## src/rtl/dphy_pkg.sv

```systemverilog
// Shared D-PHY lane types and constants: sequencer state encoding, HS sync byte,
// and LP line-pair states packed as {lp_p, lp_n}.
package dphy_pkg;

  typedef enum logic [2:0] {
    S_IDLE,
    S_LP01,
    S_LP00,
    S_HS_ZERO,
    S_HS_SYNC,
    S_HS_DATA,
    S_HS_TRAIL,
    S_HS_EXIT
  } dphy_state_e;

  localparam logic [7:0] DPHY_SYNC_BYTE = 8'hB8;

  localparam logic [1:0] LP11 = 2'b11;
  localparam logic [1:0] LP01 = 2'b01;
  localparam logic [1:0] LP00 = 2'b00;

endpackage

```

## src/rtl/dphy_lp_timer.sv

```systemverilog
// Load/decrement timing counter with a zero flag; shared by the data- and
// clock-lane sequencers. A load of N-1 yields a zero flag after N cycles.
module dphy_lp_timer #(
  parameter int unsigned CNT_W = 8
) (
  input  logic             clk,
  input  logic             rst_n,
  input  logic             load,
  input  logic [CNT_W-1:0] load_val,
  output logic             zero
);

  logic [CNT_W-1:0] cnt;

  always_ff @(posedge clk or negedge rst_n) begin
    if (!rst_n) begin
      cnt <= '0;
    end else if (load) begin
      cnt <= load_val;
    end else if (cnt != '0) begin
      cnt <= cnt - CNT_W'(1);
    end
  end

  assign zero = (cnt == '0);

endmodule

```

## src/rtl/dphy_data_lane_seq.sv

```systemverilog
// MIPI D-PHY data lane sequencer: LP-11 -> LP-01 -> LP-00 -> HS zero/sync/payload/trail -> LP-11.
// Optional burst/underflow statistics counters enabled by defining DPHY_LANE_STATS_EN.
module dphy_data_lane_seq
  import dphy_pkg::*;
#(
  parameter int unsigned T_LPX      = 4,
  parameter int unsigned T_HS_PREP  = 4,
  parameter int unsigned T_HS_ZERO  = 10,
  parameter int unsigned T_HS_TRAIL = 6,
  parameter int unsigned T_HS_EXIT  = 8,
  parameter int unsigned CNT_W      = 8
) (
  input  logic       tx_clock_logic,
  input  logic       rst_n,
  input  logic       start_rqst,
  input  logic [7:0] data_in,
  input  logic       data_valid,
  input  logic       data_last,
  output logic       data_ready,
  output logic [7:0] hs_byte,
  output logic       hs_tri,
  output logic       lp_p,
  output logic       lp_n,
  output logic       busy,
  output logic       underflow
`ifdef DPHY_LANE_STATS_EN
  ,
  output logic [15:0] pkt_cnt,
  output logic [7:0]  udf_cnt
`endif
);

  localparam logic [CNT_W-1:0] LD_LPX   = CNT_W'(T_LPX - 1);
  localparam logic [CNT_W-1:0] LD_PREP  = CNT_W'(T_HS_PREP - 1);
  localparam logic [CNT_W-1:0] LD_ZERO  = CNT_W'(T_HS_ZERO - 1);
  localparam logic [CNT_W-1:0] LD_TRAIL = CNT_W'(T_HS_TRAIL - 1);
  localparam logic [CNT_W-1:0] LD_EXIT  = CNT_W'(T_HS_EXIT - 1);

  dphy_state_e      state;
  logic             last_bit;
  logic             tmr_load;
  logic [CNT_W-1:0] tmr_val;
  logic             tmr_zero;

  dphy_lp_timer #(.CNT_W(CNT_W)) u_timer (
    .clk      (tx_clock_logic),
    .rst_n    (rst_n),
    .load     (tmr_load),
    .load_val (tmr_val),
    .zero     (tmr_zero)
  );

  // Timer is reloaded on the same edge that enters each timed state.
  always_comb begin
    tmr_load = 1'b0;
    tmr_val  = '0;
    case (state)
      S_IDLE:     if (start_rqst)  begin tmr_load = 1'b1; tmr_val = LD_LPX;   end
      S_LP01:     if (tmr_zero)    begin tmr_load = 1'b1; tmr_val = LD_PREP;  end
      S_LP00:     if (tmr_zero)    begin tmr_load = 1'b1; tmr_val = LD_ZERO;  end
      S_HS_SYNC,
      S_HS_DATA:  if (!(data_ready && data_valid)) begin
                    tmr_load = 1'b1;
                    tmr_val  = LD_TRAIL;
                  end
      S_HS_TRAIL: if (tmr_zero)    begin tmr_load = 1'b1; tmr_val = LD_EXIT;  end
      default: ;
    endcase
  end

  always_ff @(posedge tx_clock_logic or negedge rst_n) begin
    if (!rst_n) begin
      state        <= S_IDLE;
      hs_byte      <= '0;
      hs_tri       <= 1'b1;
      {lp_p, lp_n} <= LP11;
      data_ready   <= 1'b0;
      busy         <= 1'b0;
      underflow    <= 1'b0;
      last_bit     <= 1'b0;
    end else begin
      underflow <= 1'b0;
      case (state)
        S_IDLE: if (start_rqst) begin
          state        <= S_LP01;
          busy         <= 1'b1;
          {lp_p, lp_n} <= LP01;
        end
        S_LP01: if (tmr_zero) begin
          state        <= S_LP00;
          {lp_p, lp_n} <= LP00;
        end
        S_LP00: if (tmr_zero) begin
          state   <= S_HS_ZERO;
          hs_tri  <= 1'b0;
          hs_byte <= '0;
        end
        S_HS_ZERO: if (tmr_zero) begin
          state      <= S_HS_SYNC;
          hs_byte    <= DPHY_SYNC_BYTE;
          data_ready <= 1'b1;
          last_bit   <= 1'b0;
        end
        // data_ready low here means the final byte is on the wire; high with
        // no valid byte is an underrun. Both fall through to the trail.
        S_HS_SYNC, S_HS_DATA: begin
          if (data_ready && data_valid) begin
            state    <= S_HS_DATA;
            hs_byte  <= data_in;
            last_bit <= data_in[7];
            if (data_last) data_ready <= 1'b0;
          end else begin
            state      <= S_HS_TRAIL;
            underflow  <= data_ready;
            data_ready <= 1'b0;
            hs_byte    <= {8{~last_bit}};
          end
        end
        S_HS_TRAIL: if (tmr_zero) begin
          state        <= S_HS_EXIT;
          hs_tri       <= 1'b1;
          hs_byte      <= '0;
          {lp_p, lp_n} <= LP11;
        end
        S_HS_EXIT: if (tmr_zero) begin
          state <= S_IDLE;
          busy  <= 1'b0;
        end
        default: state <= S_IDLE;
      endcase
    end
  end

`ifdef DPHY_LANE_STATS_EN
  always_ff @(posedge tx_clock_logic or negedge rst_n) begin
    if (!rst_n) begin
      pkt_cnt <= '0;
      udf_cnt <= '0;
    end else begin
      if (state == S_HS_EXIT && tmr_zero) pkt_cnt <= pkt_cnt + 16'd1;
      if (underflow && udf_cnt != 8'hFF)  udf_cnt <= udf_cnt + 8'd1;
    end
  end
`endif

endmodule
```

## config.mk

```make
export PLATFORM = sky130hd
export DESIGN_NAME = dphy_data_lane_seq
export DESIGN_NICKNAME = d
export VERILOG_FILES = /design/src/rtl/dphy_pkg.sv /design/src/rtl/dphy_lp_timer.sv /design/src/rtl/dphy_data_lane_seq.sv
export SDC_FILE = /design/constraint.sdc
export NUM_CORES = 1
export LEC_CHECK = 0
export ABC_AREA = 1
export ABC_CLOCK_PERIOD_IN_PS = 2600
export CAP_MARGIN = 5
export CORE_AREA = 4 4 53 55
export CTS_BUF_LIST = sky130_fd_sc_hd__clkbuf_8
export CTS_CLUSTER_DIAMETER = 30
export DETAILED_ROUTE_END_ITERATION = 7
export DIE_AREA = 0 0 57 59
export DONT_BUFFER_PORTS = 1
export HOLD_SLACK_MARGIN = 0.05
export PLACE_DENSITY_LB_ADDON = 0.1
export SYNTH_ARGS = -nofsm -noshare
export SYNTH_HDL_FRONTEND = slang
export SYNTH_SLANG_ARGS = --single-unit
```

## constraint.sdc

```tcl
create_clock -name tx_clock_logic -period 2.6 [get_ports tx_clock_logic]
set_input_delay 0.65 -clock tx_clock_logic [delete_from_list [all_inputs] [get_ports tx_clock_logic]]
set_output_delay 0.65 -clock tx_clock_logic [all_outputs]
set_load 0.02 [all_outputs]
```

# Word-level counts from Yosys, hierarchy flattened

Cells that the tools add are included.

Register bits: 26
Input bits: 13
Output and inout port bits: 14
Logic and storage cells: 87

Add/subtract/negate cells: 1
Eq/ne operators: 16
Muxes and demuxes: 39
Bitwise gates (word level): 1
Reductions and logical operators: 20

Operator list:

| operator              | number |
|---|---|
| $mux W8               | 5 |
| $mux W3               | 8 |
| $pmux W8 S3           | 1 |
| $pmux W3 S7           | 1 |
| $pmux W4 S5           | 1 |
| $reduce_and A3 Y1     | 5 |
| $ne A2 B2 Y1 const B  | 7 |
| $eq A3 B3 Y1 const B  | 4 |
| $mux W1               | 12 |
| $pmux W1 S3           | 3 |
| $logic_not A8 Y1      | 1 |
| $pmux W1 S2           | 4 |
| $reduce_bool A2 Y1    | 4 |
| $reduce_bool A8 Y1    | 1 |
| $sub A8 B1 Y8 const B | 1 |
| $eq A3 B2 Y1 const B  | 2 |
| $mux W2               | 3 |
| $reduce_and A6 Y1     | 1 |
| $reduce_bool A3 Y1    | 2 |
| $mux W4               | 1 |
| $reduce_and A4 Y1     | 1 |
| $reduce_or A2 Y1      | 2 |
| $eq A3 B1 Y1 const B  | 1 |
| $logic_not A3 Y1      | 1 |
| 5 further kinds       | 5 |

# Logic depth before layout (Yosys ltp)

Gate-level depths: netlist of the first run.

Depth after elaboration: 4
Gate-level depth with buffers: 10
Depth with buffers taken out: 9

# Cells and area by module

Synthesis of the first run repeated with hierarchy kept, for this count alone.

Cell total of the unflattened synthesis: 202
Area, all modules: 1508.9 um^2

By module, submodules not included:

| module             | times used | cells each | area an instance (um^2) | seq. area each (um^2) |
|---|---|---|---|---|
| dphy_data_lane_seq | 1          | 128        | 991.0                   | 454.2 |
| dphy_lp_timer      | 1          | 74         | 518.0                   | 200.2 |

# Worst setup path before layout of the first run

OpenSTA, ideal clock, no wires.

Path kind: register to register
Start: register u_timer.cnt[0]
End: register hs_byte[0]
Setup time: 0.119 ns
Arrival: 1.342 ns
Data required time: 2.481 ns
Slack: 1.139 ns
Cell stages (with the launch flop): 10
Buffers on the path: 0
Period minus slack after synthesis: 1.461 ns
Cells stage by stage: dfrtp_1 > inv_1 > ha_1 > nand2_2 > nor2_4 > nand2_1 > a21oi_2 > inv_2 > nand2_1 > nand2_1

Cells in the longest elaborated chain, start to end: 3
Elaborated cells between the ends (all ways): 4
Classes of those cells: 2 x eq/ne; 2 x reduce/logical

RTL lines:

| what                                                   | line                      | source |
|---|---|---|
| start, declared                                        | dphy_lp_timer.sv:13       | `logic [CNT_W-1:0] cnt;` |
| start signal, assigned                                 | dphy_lp_timer.sv:19       | `cnt <= load_val;` |
| start signal, assigned                                 | dphy_lp_timer.sv:21       | `cnt <= cnt - CNT_W'(1);` |
| $logic_not A8 Y1 *                                     | dphy_lp_timer.sv:25       | `assign zero = (cnt == '0);` |
| $ne A2 B1 Y1 (no line) or $ne A2 B2 Y1 (tied branches) | n/a                       |  |
| $reduce_and A3 Y1 (no line) *                          | n/a                       |  |
| end signal, assigned                                   | dphy_data_lane_seq.sv:109 | `hs_byte <= data_in;` |
| end signal, assigned                                   | dphy_data_lane_seq.sv:116 | `hs_byte <= {8{~last_bit}};` |
| end, declared                                          | dphy_data_lane_seq.sv:20  | `output logic [7:0] hs_byte,` |

Every way passes the cells marked *; elsewhere a longest branch is shown, timed or not.
A chain may end at the register's enable or synchronous reset.

# Final worst setup path of the first run

Ends and elaborated chain as after synthesis.

==> results.yml, run 1 <==
status:
  status: "finished clean"
global_route:
  grt_pass1_wl_um: 4878
  grt_max_degree: 27
  globalRouteOverflowTotal: 0
  antenna_found_initial: 0
  first_global_vias: 1141
  grtUsageTotal: 0.1815
final_layout:
  area_growth_pct: 6.559
  fillCellCount: 227
  n_antenna_cell: 0
  mostFrequentLayoutCells: "nand2_1, dfrtp_1, inv_1"
  regArea_sq_um: 654.4
  multiInputGateArea_sq_um: 648.1
  final_nets: 199
  mostFrequentLayoutCell: "nand2_1"
  post-route-util: 0.6216
  final_layout_size_suffix_gt1_frac: 0.1093
clocking:
  cts_resized: 0
  ctsHtreeMaxLevel: 1
  cts_inserted_buffers: 3
  clk_path_buf_depth: 2
  cts_tree: "built"
  clkLatencyLatePin_ns: 0.27
  cts_root_buffer: "clkbuf_8"
  cts.sinks: 26
  clkSlewWorstSetupHoldPaths_ns: 0.08
power_and_ir_drop:
  peakVddDrop_mv: 0.8083
  intPower_mw: 1.022
  power_density_nw_per_um2: 1311
  p_sw_uw: 923.0
  p_total_mw: 1.945
  p_comb_frac: 0.432
  power_frac_clock: 0.133
  p_leak_nw: 0.7992
  p_sw_frac: 0.4745
  seqPwrFrac: 0.435
setup_path:
  startpoint_type: "flop"
  crit_type: "reg -> reg"
  crit_path_max_fanout: 12
  crit_arrival_ns: 1.95
  r2r_end: "hs_byte[0]$_DFFE_PN0P_"
  worstRegToRegCells: 9
  cp-endpoint: "hs_byte[0]$_DFFE_PN0P_"
  startpoint: "u_timer.cnt[0]$_DFFE_PN0P_"
  rrSetupSlack_ns: 0.81
  required_ns: 2.76
  critPathCaptureType: "flop"
  reg2reg_from: "u_timer.cnt[0]$_DFFE_PN0P_"
floorplan:
  rows: 18
  pin_count: 27
  die-area_sq_um: 3363
  die_h_um: 59
  initial_core_util: 0.5833
  die_w_um: 57
  core_sq_um: 2387
yosys:
  ys_warn_count: 0
  yosys.cell_types.count: 26
  yosysTopAreaCellShare: 0.4133
  synthAdderAreaFrac: 0.01797
  ys_ff_latch: 26
  synth_compound_area_frac: 0.05930
  postSynthCellCount: 179
  synthMuxAreaShare: 0
  synth-simple-area-share: 0.3693
  synth_ff_type: "dfrtp_1"
  synthXorXnorAreaFrac: 0.01887
  synth_area_per_cell_sq_um: 7.780
  synth.area.top_cells: "dfrtp_1, nand2_1, dfstp_2"
  synth_top_family_by_area: "simple AND/OR/NAND/NOR gates"
  async_flop_share: 1.000
  syn_area_sq_um: 1393
  synth_edf_count: 0
  synth.net_count: 194
  synth_area_leader_cell: "dfrtp_1"
  seq_area_frac_synth: 0.4699
sta:
  min_period_ns: 1.790
  period_share: 0.6887
  hold_viol_final: 0
  finalClockSkew_ns: 0.009721
  final.setup.tns_ns: 0
  slew_headroom: 0.7057
  max_clock_freq_mhz: 558.5
  drv_slew: 0
  rsz0062_at_grt: "false"
  tightest_slew_ns: 0.4400
  final-setup-viol-count: 0
drt:
  post_drt_wl_per_cell_um: 13.17
  wl_met3_um: 166
  dr_wl_met2_um: 1400
  num_vias: 1162
  wl_met1_um: 1225
  top_layer: "met4"
  ant_nets: 0
  wl_um: 2806
  first_pass_iters: 4
  first_iter_violations: 33
  drc: 0
  avgViaCountPerCell: 5.455
placement:
  io_buffer_count: 0
  dpl.hpwl_um: 2195
  place_congestion: 0.8434
job:
  cap_violations: 0
worst_hold_path:
  hp-class: "in -> async"
==> cells by family (layout without fill, tap and decap cells) <==
group,Yosys count,after routing
XOR/XNOR,3,3
AND/OR/NAND/NOR,111,111
AO/OA/AOI/OAI,15,15
buffers and inverters,22,26
adder cells (fa/ha/maj),2,2
flip-flops,26,26
==> critical path, stage by stage, from the launching register on <==
cell and delay (ns):
dfrtp_1 0.38, inv_1 0.15, ha_1 0.19, nand2_2 0.08, nor2_4 0.26, nand2_1 0.15, a21oi_2 0.25, inv_2 0.12
nand2_1 0.07, nand2_1 0.05
==> synth_stat cells (2+ instances only) <==
| cell | count |
|---|---|
| o21ai_1 | 2 |
| nor2_1 | 15 |
| ha_1 | 2 |
| o21ai_0 | 2 |
| a21oi_1 | 8 |
| nand4_1 | 5 |
| nand3_1 | 9 |
| xor2_1 | 2 |
| inv_1 | 20 |
| dfrtp_1 | 23 |
| nand2_2 | 3 |
| nor3_1 | 4 |
| nor2_4 | 5 |
| nand2_1 | 65 |
| dfstp_2 | 3 |
==> sequential cells by signal (all words and copies together), names as in the netlist <==
| name | count |
|---|---|
| u_timer.cnt | 8 |
| lp_n | 1 |
| state | 3 |
| underflow | 1 |
| hs_byte | 8 |
| hs_tri | 1 |
| last_bit | 1 |
| data_ready | 1 |
| busy | 1 |
| lp_p | 1 |
==> worst min path at each step <==
stage	startpoint	endpoint	depth (start not counted)
6_report	rst_n	u_timer.cnt[3]$_DFFE_PN0P_	0
5_1_grt	rst_n	u_timer.cnt[3]$_DFFE_PN0P_	0
4_1_cts	rst_n	u_timer.cnt[1]$_DFFE_PN0P_	0
3_5_place_dp	rst_n	busy$_DFFE_PN0P_	0
3_3_place_gp	rst_n	u_timer.cnt[1]$_DFFE_PN0P_	0
2_1_floorplan	rst_n	busy$_DFFE_PN0P_	0
==> stage by stage <==
step           hold WS (ns)  cells  setup slack, ns  cell area (sq um)
2_1_floorplan        0.3544    179            1.139               1393
3_3_place_gp         0.3551    208           0.8847               1419
3_5_place_dp         0.3552    208           0.8047               1419
4_1_cts             0.05972    212           0.7937               1474
5_1_grt             0.05068    213           0.6038               1484
6_report            0.07076    213           0.8095               1484
==> power by group through the flow <==
| stage | Combinational [mW] | Sequential, mW | Clock, mW |
|---|---|---|---|
| after detailed placement | 0.839 | 0.854 | 0 |
| after CTS | 0.841 | 0.848 | 0.266 |
| after global placement | 0.805 | 0.850 | 0 |
| final | 0.841 | 0.846 | 0.259 |
| after floorplan | 0.697 | 0.812 | 0 |
| after global routing | 0.979 | 0.870 | 0.283 |
==> final cells by class <==
class | count | area share
Sequential cell | 26 | 0.4410
Multi-Input combinational cell | 131 | 0.4368
Inverter | 21 | 0.05312
Clock buffer | 4 | 0.03710
Tap cell | 30 | 0.02530
Timing Repair Buffer | 1 | 0.006745
==> layer usage <==
layer / track usage / up-vias
met1: 0.2430 / 548
li1: - / 574
met2: 0.3067 / 37
met4: 0.04305 / 0
met3: 0.03486 / 3
met5: 0 / -
==> repair_timing <==
| action | 4_1_cts | 5_1_grt |
|---|---|---|
| hold buffers | 0 | 1 |
| setup buffers | 0 | 0 |
| endpoints found under the hold margin | 0 | 9 |
Power figures use the tool's default switching activity.
==> inputs of run 2 (changes only) <==
- ABC_CLOCK_PERIOD_IN_PS: 2600 -> 1800
- clock period: 2.6 -> 1.8 ns (I/O delays scaled with it)
==> results.yml, run 2 (synthesis gave the netlist of run 1 again) <==
final_layout:
  fillCellCount: 226
  regArea_sq_um: 654.4
  final_nets: 202
  mostFrequentLayoutCell: "nand2_1"
  final_layout_size_suffix_gt1_frac: 0.1237
  multiInputGateArea_sq_um: 658.1
  n_antenna_cell: 0
  area_growth_pct: 9.075
  mostFrequentLayoutCells: "nand2_1, dfrtp_1, inv_1"
  top_regs: "hs_byte x8, u_timer.cnt x8, state x3"
power_and_ir_drop:
  power_frac_clock: 0.116
  p_comb_frac: 0.449
  peakVddDrop_mv: 0.9817
  seqPwrFrac: 0.435
  power_density_nw_per_um2: 1858
  p_total_mw: 2.821
  p_sw_mw: 1.355
  intPower_mw: 1.466
  p_leak_nw: 0.8191
  p_sw_frac: 0.4803
clocking:
  clk_path_buf_depth: 2
  cts_root_buffer: "clkbuf_8"
  cts.sinks: 26
  clkLatencyLatePin_ns: 0.27
  cts_inserted_buffers: 3
  ctsHtreeMaxLevel: 1
  cts_tree: "built"
  clkSlewWorstSetupHoldPaths_ns: 0.09
status:
  status: "finished clean"
sta:
  drv_slew: 0
  period_share: 0.8852
  max_clock_freq_mhz: 627.6
  tightest_slew_ns: 0.3464
  rsz0062_at_grt: "false"
  slew_headroom: 0.7673
  final-setup-viol-count: 0
  min_period_ns: 1.593
  final.setup.tns_ns: 0
  hold_viol_final: 0
  finalClockSkew_ns: 0.007045
setup_path:
  startpoint: "u_timer.cnt[1]$_DFFE_PN0P_"
  startpoint_type: "flop"
  required_ns: 1.97
  cp-endpoint: "hs_byte[5]$_DFFE_PN0P_"
  crit_arrival_ns: 1.76
  crit_type: "reg -> reg"
  reg2reg_from: "u_timer.cnt[1]$_DFFE_PN0P_"
  r2r_end: "hs_byte[5]$_DFFE_PN0P_"
  crit_path_max_fanout: 8
  rrSetupSlack_ns: 0.21
  critPathCaptureType: "flop"
  worstRegToRegCells: 9
worst_hold_path:
  hp-class: "in -> reg"
drt:
  drc: 0
  num_vias: 1154
  avgViaCountPerCell: 5.343
  post_drt_wl_per_cell_um: 13.34
  ant_nets: 0
  wl_um: 2882
  first_iter_violations: 49
  first_pass_iters: 4
floorplan:
  initial_core_util: 0.5833
  die_w_um: 57
  pin_count: 27
  die_h_um: 59
  die-area_sq_um: 3363
  core_sq_um: 2387
  rows: 18
global_route:
  grtUsageTotal: 0.1938
  grt_max_degree: 27
  first_global_vias: 1206
  grt_pass1_wl_um: 5133
  globalRouteOverflowTotal: 0
  antenna_found_initial: 0
placement:
  place_congestion: 0.8888
  io_buffer_count: 0
  dpl.hpwl_um: 2179
job:
  cap_violations: 0
## run 2: changes by cell type in the layout (fill, tap and decap cells not counted)
cell and delta:
buf_4 +2, a21oi_2 -1, a21oi_4 +1, buf_12 +1
clkbuf_8 -1, inv_1 +1, nand2_1 -1, nand2_2 +1
## run 2: cell type report
| cell class | instances | area share |
|---|---|---|
| clock buffers | 3 | 0.02718 |
| clock inverters | 1 | 0.002471 |
| inverters | 21 | 0.05189 |
| multi-input cells | 131 | 0.4333 |
| flip-flops and latches | 26 | 0.4308 |
| well taps | 30 | 0.02471 |
| repair buffers | 4 | 0.02965 |
## run 2: stage by stage
stage	area, sq um	setup WS, ns	std cells	utilization	hold slack [ns]
2_1_floorplan	1393	0.3388	179	-	0.1544
3_3_place_gp	1434	0.2136	210	0.6006	0.1550
3_5_place_dp	1434	0.1419	210	0.6006	0.1551
4_1_cts	1509	0.1126	216	0.6321	0.2349
5_1_grt	1519	0.04263	216	0.6363	0.2282
6_report	1519	0.2066	216	0.6363	0.2387
## run 2: worst max-delay path: stages, from the launching register on
cell and delay [ns]:
dfrtp_1 0.41, inv_1 0.09, ha_1 0.16, nand2_2 0.08
nor2_4 0.22, nand2_2 0.12, a21oi_4 0.19, inv_2 0.10
nand2_1 0.07, nand2_1 0.05
## run 2: worst min-delay path by stage
stage	start	depth (start not counted)	endpoint
floorplan	rst_n	0	busy$_DFFE_PN0P_
detailed placement	rst_n	0	busy$_DFFE_PN0P_
finish	data_valid	1	underflow$_DFF_PN0_
global placement	rst_n	0	state[1]$_DFFE_PN0P_
CTS	data_valid	1	underflow$_DFF_PN0_
global route	data_valid	1	underflow$_DFF_PN0_
## run 2: timing repair
| item | CTS | global route |
|---|---|---|
| hold endpoints to repair | 26 | 0 |
| hold buffers | 2 | 0 |
| gates resized for setup | 0 | 2 |
| buffers inserted | 0 | 0 |
| endpoints found under the setup margin | 0 | 8 |
## run 2: power by group through the flow
| stage | logic, mW | clock network, mW | registers [mW] |
|---|---|---|---|
| floorplan | 1.01 | 0 | 1.17 |
| global placement | 1.20 | 0 | 1.23 |
| detailed placement | 1.23 | 0 | 1.23 |
| CTS | 1.25 | 0.338 | 1.23 |
| global route | 1.46 | 0.371 | 1.26 |
| finish | 1.27 | 0.328 | 1.23 |
## run 2: metal layers
metal	GRT usage	vias up	wire length [um]
li1	-	586	-
met1	0.2384	533	1291
met2	0.3328	31	1380
met3	0.05229	4	179
met4	0.06291	0	30
met5	0	-	0
